==> src/rtl/btn_sync_debounce_pkg.sv <==
// Shared definitions for the push-button front end: button bit indices,
// build defaults and the prescaler divide helper.
package btn_sync_debounce_pkg;

  // Bit positions of the board buttons inside the iBtnRaw/oBtn vectors.
  typedef enum int {
    SW_LEFT   = 0,
    SW_RIGHT  = 1,
    SW_UP     = 2,
    SW_DOWN   = 3,
    SW_JUMP   = 4,
    SW_CENTER = 5,
    SW_COUNT  = 6
  } sw_idx_e;

  localparam int SYS_CLK_HZ_DEF  = 100_000_000;
  localparam int TICK_HZ_DEF     = 1000;
  localparam int DEBOUNCE_MS_DEF = 10;
  localparam int CNT_W           = 8;

  typedef enum logic {
    ST_STABLE   = 1'b0,
    ST_CHANGING = 1'b1
  } db_state_e;

  function automatic int tick_div(input int clk_hz, input int tick_hz);
    return clk_hz / tick_hz;
  endfunction

endpackage

==> src/rtl/btn_debounce_ch.sv <==
// One button channel: 2-FF synchroniser, polarity normalisation and the
// STABLE/CHANGING debounce FSM that owns the debounced output bit.
module btn_debounce_ch
  import btn_sync_debounce_pkg::*;
#(
  parameter int DEBOUNCE_MS = DEBOUNCE_MS_DEF,
  parameter bit ACTIVE_LOW  = 1'b1
) (
  input  logic iCLK,
  input  logic iRST,
  input  logic iTick,
  input  logic iRaw,
  output logic oBtn
);

  localparam logic [CNT_W-1:0] CNT_LAST = CNT_W'(DEBOUNCE_MS - 1);

  logic            sync_p0;
  logic            sync_p1;
  logic            level_p1;
  db_state_e       state;
  logic [CNT_W-1:0] cnt;

  // Stage p0/p1: synchroniser, reset to the released pin level
  always_ff @(posedge iCLK or negedge iRST) begin
    if (!iRST) begin
      sync_p0 <= ACTIVE_LOW;
      sync_p1 <= ACTIVE_LOW;
    end else begin
      sync_p0 <= iRaw;
      sync_p1 <= sync_p0;
    end
  end

  assign level_p1 = sync_p1 ^ ACTIVE_LOW;

  // Debounce FSM: a bounce back to the held level is checked before the tick,
  // so a bounce coinciding with the accepting tick cancels the accept.
  always_ff @(posedge iCLK or negedge iRST) begin
    if (!iRST) begin
      state <= ST_STABLE;
      cnt   <= '0;
      oBtn  <= 1'b0;
    end else begin
      case (state)
        ST_STABLE: begin
          cnt <= '0;
          if (level_p1 != oBtn) begin
            state <= ST_CHANGING;
          end
        end
        ST_CHANGING: begin
          if (level_p1 == oBtn) begin
            state <= ST_STABLE;
            cnt   <= '0;
          end else if (iTick) begin
            if (cnt == CNT_LAST) begin
              oBtn  <= level_p1;
              cnt   <= '0;
              state <= ST_STABLE;
            end else begin
              cnt <= cnt + CNT_W'(1);
            end
          end
        end
        default: begin
          state <= ST_STABLE;
          cnt   <= '0;
        end
      endcase
    end
  end

endmodule

==> src/rtl/btn_sync_debounce.sv <==
// Button front end: 1 ms strobe prescaler, per-button debounce channels and
// an optional press-pulse edge detector enabled by BTN_PRESS_PULSE_EN.
module btn_sync_debounce
  import btn_sync_debounce_pkg::*;
#(
  parameter int SYS_CLK_HZ     = SYS_CLK_HZ_DEF,
  parameter int TICK_HZ        = TICK_HZ_DEF,
  parameter int BTN_NUM        = SW_COUNT,
  parameter int DEBOUNCE_MS    = DEBOUNCE_MS_DEF,
  parameter int BTN_ACTIVE_LOW = 1
) (
  input  logic               iCLK,
  input  logic               iRST,
  input  logic [BTN_NUM-1:0] iBtnRaw,
  output logic [BTN_NUM-1:0] oBtn,
  output logic [BTN_NUM-1:0] oBtnPress,
  output logic               oEn1Ms
);

  localparam int TICK_DIV = tick_div(SYS_CLK_HZ, TICK_HZ);
  localparam int PRESC_W  = (TICK_DIV > 1) ? $clog2(TICK_DIV) : 1;
  localparam logic [PRESC_W-1:0] PRESC_LAST = PRESC_W'(TICK_DIV - 1);

  logic [PRESC_W-1:0] presc_p0;

  // Stage p0: prescaler; the strobe is registered so it lands one cycle after the wrap
  always_ff @(posedge iCLK or negedge iRST) begin
    if (!iRST) begin
      presc_p0 <= '0;
      oEn1Ms   <= 1'b0;
    end else begin
      oEn1Ms   <= (presc_p0 == PRESC_LAST);
      presc_p0 <= (presc_p0 == PRESC_LAST) ? '0 : presc_p0 + PRESC_W'(1);
    end
  end

  // All channels share the registered strobe as their debounce tick
  for (genvar gi = 0; gi < BTN_NUM; gi++) begin : g_ch
    btn_debounce_ch #(
      .DEBOUNCE_MS (DEBOUNCE_MS),
      .ACTIVE_LOW  (BTN_ACTIVE_LOW != 0)
    ) u_ch (
      .iCLK  (iCLK),
      .iRST  (iRST),
      .iTick (oEn1Ms),
      .iRaw  (iBtnRaw[gi]),
      .oBtn  (oBtn[gi])
    );
  end

`ifdef BTN_PRESS_PULSE_EN
  logic [BTN_NUM-1:0] btn_q_p1;

  // Stage p1: rising-edge detect on the debounced level, pulse one cycle after the rise
  always_ff @(posedge iCLK or negedge iRST) begin
    if (!iRST) begin
      btn_q_p1  <= '0;
      oBtnPress <= '0;
    end else begin
      btn_q_p1  <= oBtn;
      oBtnPress <= oBtn & ~btn_q_p1;
    end
  end
`else
  assign oBtnPress = '0;
`endif

endmodule

==> config.mk <==
export PLATFORM = sky130hd
export DESIGN_NAME = btn_sync_debounce
export DESIGN_NICKNAME = d
export VERILOG_FILES = /design/src/rtl/btn_sync_debounce_pkg.sv /design/src/rtl/btn_debounce_ch.sv /design/src/rtl/btn_sync_debounce.sv
export SDC_FILE = /design/constraint.sdc
export NUM_CORES = 1
export LEC_CHECK = 0
export ABC_AREA = 1
export BUFFER_PORTS_ARGS = -buffer_cell sky130_fd_sc_hd__buf_4
export CAP_MARGIN = 20
export CORE_ASPECT_RATIO = 1.75
export CORE_MARGIN = 8
export CORE_UTILIZATION = 35
export DETAILED_ROUTE_END_ITERATION = 6
export PLACE_DENSITY = 0.53
export SLEW_MARGIN = 30
export SYNTH_ARGS = -nofsm -noshare
export SYNTH_HDL_FRONTEND = slang
export SYNTH_HIERARCHICAL = 1
export SYNTH_SLANG_ARGS = --single-unit
==> constraint.sdc <==
create_clock -name iCLK -period 1.2 [get_ports iCLK]
set_input_delay 0.06 -clock iCLK [delete_from_list [all_inputs] [get_ports iCLK]]
set_output_delay 0.06 -clock iCLK [all_outputs]
set_load 0.01 [all_outputs]
==> metrics.txt, run 1 <==
status=finished with violations; failing checks=setup timing; final hold slack=0.2533 ns; reg2reg end=presc_p0[0]; Routed WL per cell=12.76 µm; initial antenna violation count=0; DR DRC count=0; LEAKAGE=0.003221 µW; Critical Path Max Stage Delay=0.40 ns; Critical Path RT=1.43 ns; Max-Cap Viols=0; Initial Util=35.18%; Tcrit/Tclk final=103.0%; Vias/cell=4.757; largest net degree at the start of global routing=56; Final Util=47.45%; vias=4,429; Most common cell on crit path=nand2_4; R2R setup slack=-0.04 ns; critical path arrival=1.47 ns; crit path kind=reg2reg; Final GP Congestion=0.8117; Filler Cell Count=1,408; CTS root buf=clkbuf_16; synth unique cells=30; Pre-antenna DRT Iters=4; vias in the first global route=4,593; CP max-delay cell=dfrtp_1; synth-to-layout area growth=34.89%; startpoint class of the critical path=flop; crit path cell chain=ha_4, nand2_4, inv_4, nand2_4, nor2_4, nand2_4, clkinv_4, nor2_1; Period minus WS final=1.236 ns; number of routed nets with antenna violations=0; htree depth=3; FF-to-FF path depth=8; Ports=21; first-pass GRT wire length=19.71 mm; DP Area=5893 µm²; chip width=107.9 µm; total power=6433 µW; Final Slew Violations=0; RSZ-0062 raised after global routing=yes; core area=14,690 µm²; CTS max path bufs=2; Final Hold Fails=0; CP Max Fanout=6; worst setup path start=presc_p0[0]; HPWL after DPL=8.388 mm; worst skew pair latency=0.34 ns; register area share after synthesis=43.87%; DRT iter0 DRCs=145; total negative setup slack=-0.5253 ns; row cnt=59; layout cells sized above 1=38.77%; gr usage total=12.71%; final setup fails=35; I/O Buffers=14; Syn Area/Cell=8.099 µm²; Worst Setup EP=presc_p0[0]; Sink Count=90; final wirelength=11.88 mm; Layout Skew=0.009176 ns; Mapped Cells=638; global route overflow=0; Crit Reg-Reg Startpoint=presc_p0[0]; Peak VDD IR=0.6595 mV; Setup crit end kind=flop; Hold Crit Class=in2async; fin worst setup slack=-0.03649 ns; number of synthesized register bits=90; die area=19,060 µm²; pwr/cell area=922.9 nW/µm²; clock-pin slew on the worst setup and hold paths=0.06 ns; CTS tree=built; final net count=764; Inserted Diodes=0; Die H=176.7 µm; Achievable Freq=808.7 MHz; Num CTS Buffers=9; post-route cell area=6970 µm²; Post-Syn Area=5167 µm²; Ys Warns=6
-- Yosys cell counts --
master / instances / share of area [%]
o21bai_1: 7 / 1.0
o21bai_2: 1 / 0.22
ha_1: 13 / 3.1
o21ai_1: 30 / 2.9
nor2_1: 66 / 4.8
nand4_1: 26 / 3.1
nand3_1: 49 / 4.7
buf_4: 6 / 0.87
nand3_4: 6 / 2.0
and2_4: 6 / 1.0
nand2_4: 1 / 0.22
o21ai_2: 1 / 0.17
clkinv_4: 1 / 0.17
nor3_1: 7 / 0.68
inv_2: 14 / 1.0
inv_1: 76 / 5.5
conb_1: 1 / 0.073
nand2_2: 8 / 0.97
or2_0: 6 / 0.73
xor2_1: 16 / 2.7
nor2_2: 7 / 0.85
nor2_8: 6 / 2.3
a21oi_1: 2 / 0.19
xnor2_1: 1 / 0.17
nand3_2: 8 / 1.5
a21boi_0: 6 / 0.87
nor2_4: 8 / 1.7
dfrtp_1: 78 / 38
dfstp_2: 12 / 6.1
nand2_1: 169 / 12
-- through the flow --
| stage | std cells | setup WS, ns |
|---|---|---|
| 6_report | 931 | -0.03649 |
| 5_1_grt | 931 | -0.1054 |
| 4_1_cts | 917 | -0.03733 |
| 3_5_place_dp | 886 | -0.06577 |
| 3_3_place_gp | 886 | -0.04170 |
| 2_1_floorplan | 643 | 0.0002075 |
-- where the power goes --
| group | switching [µW] | leakage [µW] | internal, µW |
|---|---|---|---|
| logic | 146 | 0.00190 | 96.4 |
| clock network | 1210 | 0.000155 | 1890 |
| registers | 18.8 | 0.00117 | 3080 |
| total | 1370 | 0.00322 | 5060 |
-- worst min-delay path by stage --
| stage | from | to | slack, ns | cells past startpoint |
|---|---|---|---|---|
| after floorplan | iRST | g_ch[0].u_ch/cnt[0] | -0.24 | 0 |
| after global placement | iRST | g_ch[5].u_ch/state | 0.08 | 2 |
| after detailed placement | iRST | g_ch[5].u_ch/state | 0.09 | 2 |
| after CTS | iRST | g_ch[5].u_ch/cnt[3] | 0.27 | 3 |
| after global routing | iRST | g_ch[5].u_ch/cnt[3] | 0.30 | 3 |
| final | iRST | g_ch[5].u_ch/state | 0.25 | 3 |
-- final cells by class --
| cell class | count | area, µm² | area share (%) |
|---|---|---|---|
| multi-input combinational | 456 | 2998 | 43.01 |
| sequential | 90 | 2282 | 32.74 |
| timing repair buffer | 95 | 784.5 | 11.25 |
| inverter | 91 | 349.1 | 5.008 |
| clock buffer | 10 | 239.0 | 3.428 |
| tap | 183 | 229.0 | 3.285 |
| clock inverter | 6 | 88.84 | 1.274 |
-- registers in the layout, indices dropped and copies added (netlist names) --
signal / count
g_ch.u_ch/cnt: 48
g_ch.u_ch/state: 6
g_ch.u_ch/sync_p1: 6
g_ch.u_ch/sync_p0: 6
g_ch.u_ch/oBtn: 6
oEn1Ms: 1
presc_p0: 17
-- layer usage --
layer	vias up	wire (µm)	GRT usage, %	part of all wire [%]
met3	16	213	2.079	1.8
met5	-	0	0	0
met4	0	227	5.410	1.9
li1	2227	-	-	-
met2	33	6913	24.81	58
met1	2153	4522	12.56	38
-- placed cells by master, fill, tap and decap left out, types with 12 or more instances in the layout --
cell type / netlist / routed
dfrtp_1: 78 / 66
nand2_2: 8 / 35
nand3_1: 49 / 23
dfrtp_2: 0 / 12
nor2_1: 66 / 59
nand2_1: 169 / 139
nand3_2: 8 / 27
xor2_1: 16 / 15
dfstp_2: 12 / 12
nor2_2: 7 / 12
inv_1: 76 / 68
nand4_1: 26 / 26
inv_2: 14 / 21
nand3_4: 6 / 13
o21ai_1: 30 / 22
buf_4: 6 / 82
-- kinds of logic after synthesis --
logic type,count (synthesis),synth area share (%)
other cells,1,0.07257
simple gates,373,37.07
flops,90,43.87
compound gates,47,5.375
buf+inv,97,7.579
fa+ha+maj,13,3.148
xor+xnor,17,2.881
-- critical path, delay by kind of cell, from the launching register on --
family,cells,cell delay (ns)
buf+inv,2,0.16
fa+ha+maj,1,0.19
simple gates,5,0.39
flops,1,0.40
-- repair_timing --
item	4_1_cts	5_1_grt
gates cloned	0	1
setup buffers	8	13
endpoints found under the setup margin	67	74
hold buffers	7	0
hold endpoints to repair	86	0
gates resized for setup	46	88
pin swaps	17	31
Power figures use the tool's default switching activity.
==> run 2, diff against run 1 <==
- CORE_UTILIZATION: 35 -> 55
- PLACE_DENSITY: 0.53 -> 0.76
- SYNTH_HIERARCHICAL: 1 -> default
==> run 2 against run 1 <==
Effect of this change: via count shrank 1.2%; combinational power shrank 4%; critical path depth shrank 3; clock power shrank 2%; flip-flop and latch count is the same; sequential power is essentially flat; register-to-register slack lost 0.12 ns; largest cell class unchanged; highest routed layer unchanged; critical path type unchanged; the flow still finishes with violations (setup timing); clock skew is essentially flat; cell area shrank 5.8%.
==> metrics.txt, run 2 <==
synth-to-layout area growth=35.37%; biggest regs=g_ch.u_ch.cnt x48, presc_p0 x17; Final Hold Fails=0 (unchanged); Filler Cell Count=559 (-60%); commonest cells in the netlist=nand2_1, inv_1, dfrtp_1; commonest non-fill, non-tap cell in the layout=nand2_1; Reg power frac=48.7% (+0.5 points); clock-pin slew on the worst setup and hold paths=0.07 ns (about the same); Num CTS Buffers=9 (unchanged); gr usage total=19.56% (+6.8 points); fin worst setup slack=-0.1560 ns (-0.1195 ns); number of routed nets with antenna violations=0 (unchanged); Achievable Freq=737.5 MHz (-8.8%); Critical Path RT=1.46 ns (+0.03 ns); Layout Skew=0.008915 ns (-0.0002613 ns); Post-synth EDFFs=0 (unchanged); Mapped Cells=618 (-3.1%); Met2 Wirelength=6.629 mm (-4.1%); vias=4,376 (-1.2%); FF-to-FF path depth=5 (-3); switching part of the total=20.79% (-0.52 points); LEAKAGE=0.003278 µW (+1.8%); CTS tree=built; multi-input logic area=2661 µm² (-11%); largest net degree at the start of global routing=28 (-50%); chip width=86.99 µm (-19%); status=finished with violations; Sink Count=90 (unchanged); Ys Warns=0 (-6); pwr/cell area=971.7 nW/µm² (+5.3%); crit path kind=reg2reg; htree depth=3 (unchanged); row cnt=45 (-24%); Ports=21 (unchanged); clock network fraction of total power=47.6% (-0.5 points); CTS root buf=clkbuf_16; critical path arrival=1.61 ns (+0.14 ns); global route overflow=0 (unchanged); synth unique cells=31 (+3.3%); final wirelength=12.06 mm (+1.6%); Die H=140.2 µm (-21%); DR DRC count=0 (unchanged); Peak VDD IR=1.278 mV (+94%); Hold Crit Class=in2async; startpoint class of the critical path=flop; Post-synth ARST share=100.0% (unchanged); Final GP Congestion=0.9019 (+11%); total power=6379 µW (-0.83%); Final Util=76.21% (+29 points); vias in the first global route=4,413 (-3.9%); Combinational Power Share=3.6% (-0.2 points); Largest register FFs=48 (unchanged); failing checks=setup timing; internal power=5053 µW (-0.18%); count leader, synth=nand2_1; crit path cell chain=xnor2_4, nand2_2, nor2_4, nand2_1, o21ai_1; layout cells sized above 1=35.47% (-3.3 points); switching power=1326 µW (-3.3%); register area share after synthesis=46.75% (+2.9 points); routed length on met1=4.538 mm (+0.35%); Period minus WS final=1.356 ns (+0.1195 ns); Detail Route met3 WL=571 µm (+170%); final hold slack=0.1785 ns (-0.07475 ns); Vias/cell=5.253 (+10%); worst skew pair latency=0.34 ns (about the same); top routing layer used=met4; DRT iter0 DRCs=296 (+100%); final net count=732 (-4.2%); die area=12,200 µm² (-36%); top cells by area in the synthesized netlist=dfrtp_1, nand2_1, inv_1, dfstp_2, nand3_1; CP max-delay cell=dfstp_2; top-area cell type share of the netlist area=40.25% (+2.5 points); RSZ-0062 raised after global routing=yes; CTS max path bufs=2 (unchanged); register area=2271 µm² (-0.49%); initial antenna violation count=0 (unchanged); Final Slew Violations=0 (unchanged); core area=8615 µm² (-41%); Most used DFF post-synth=dfrtp_1; number of synthesized register bits=90 (unchanged); final setup fails=69 (+97%); Routed WL per cell=14.48 µm (+14%); Top reg by flops=g_ch.u_ch.cnt; Tcrit/Tclk final=113.0% (+10 points); HPWL after DPL=7.368 mm (-12%); I/O Buffers=14 (unchanged); Initial Util=56.30% (+21 points); Syn Area/Cell=7.847 µm² (-3.1%); Setup crit end kind=flop; Critical Path Max Stage Delay=0.59 ns (+0.19 ns); most frequent cells in the layout=nand2_1, inv_1, buf_4, dfrtp_1, nor2_1; Post-Syn Area=4850 µm² (-6.2%); Pre-antenna DRT Iters=5 (+1); Inserted Diodes=0 (unchanged); CP Max Fanout=8 (+2); first-pass GRT wire length=19.13 mm (-2.9%); Max-Cap Viols=0 (unchanged); cell accounting for the most synthesized area=dfrtp_1
## run 2: cell types whose count changed in the layout (fill, tap and decap cells not counted), moves of 7 or more
| cell | previous run | this run |
|---|---|---|
| dfrtp_1 | 66 | 75 |
| inv_1 | 68 | 94 |
| nand3_4 | 13 | 4 |
| dfrtp_2 | 12 | 3 |
| nor2_1 | 59 | 32 |
| inv_2 | 21 | 11 |
| nor2_4 | 10 | 17 |
| nand2_2 | 35 | 28 |
| o21ai_0 | 0 | 7 |
| nand4_1 | 26 | 16 |
## run 2: cell type report
| class | instances | share of cell area (%) |
|---|---|---|
| clock buffers | 11 | 3.697 |
| clock inverters | 5 | 1.182 |
| inverters | 107 | 6.194 |
| multi-input cells | 409 | 40.54 |
| flip-flops and latches | 90 | 34.59 |
| well taps | 117 | 2.230 |
| repair buffers | 94 | 11.57 |
## run 2: final timing paths
check / startpoint / endpoint / slack [ns]
worst max-delay path: g_ch[5].u_ch.sync_p1 / g_ch[5].u_ch.cnt[1] / -0.16
worst min-delay path: iRST / g_ch[2].u_ch.cnt[5] / 0.18
worst max register to register: g_ch[5].u_ch.sync_p1 / g_ch[5].u_ch.cnt[1] / -0.16
worst min register to register: g_ch[1].u_ch.sync_p0 / g_ch[1].u_ch.sync_p1 / 0.36
max in group asynchronous: iRST / g_ch[1].u_ch.sync_p0 / 0.48
min in group iCLK: g_ch[1].u_ch.sync_p0 / g_ch[1].u_ch.sync_p1 / 0.36
## run 2: routing by layer
metal / vias up / global-route usage, %
li1: 2090 / -
met1: 2140 / 20.41
met2: 118 / 35.83
met3: 28 / 4.042
met4: 0 / 8.858
met5: - / 0
## run 2: timing repair
item | CTS | global route
buffers inserted | 8 | 11
hold endpoints to repair | 87 | 0
endpoints found under the setup margin | 68 | 74
resized for setup | 98 | 69
hold buffers | 7 | 0
pin swaps | 54 | 41
## run 2: metrics by stage
step           cell area, µm²  setup slack, ns   TNS, ns  instances
6_report                 6565          -0.1560    -5.592        833
5_1_grt                  6565          -0.2280    -10.55        833
4_1_cts                  6223          -0.1085    -3.333        822
3_5_place_dp             5456          -0.1869    -5.260        791
3_3_place_gp             5456         -0.08218    -1.578        791
2_1_floorplan            4896         -0.03604  -0.07808        623
## run 2: kinds of logic after synthesis
kind of cell,count (synthesis),share of synthesized area [%]
simple gates,313,28.79
buf+inv,124,10.78
flops,90,46.75
compound gates,54,6.089
xor+xnor,23,4.154
fa+ha+maj,13,3.354
other cells,1,0.07733
## run 2: critical path, delay by kind of cell, from the launching register on
kind	cells	cell delay [ns]
AO/OA/AOI/OAI	1	0.09
XOR/XNOR	1	0.15
flip-flops	1	0.59
AND/OR/NAND/NOR	3	0.44
## run 2: power groups by stage
stage	clock network (µW)	registers [µW]	logic [µW]
after floorplan	0	3150	66.5
after global placement	0	3150	166
after detailed placement	0	3150	171
after CTS	3090	3100	210
after global routing	3210	3110	259
final	3040	3110	233
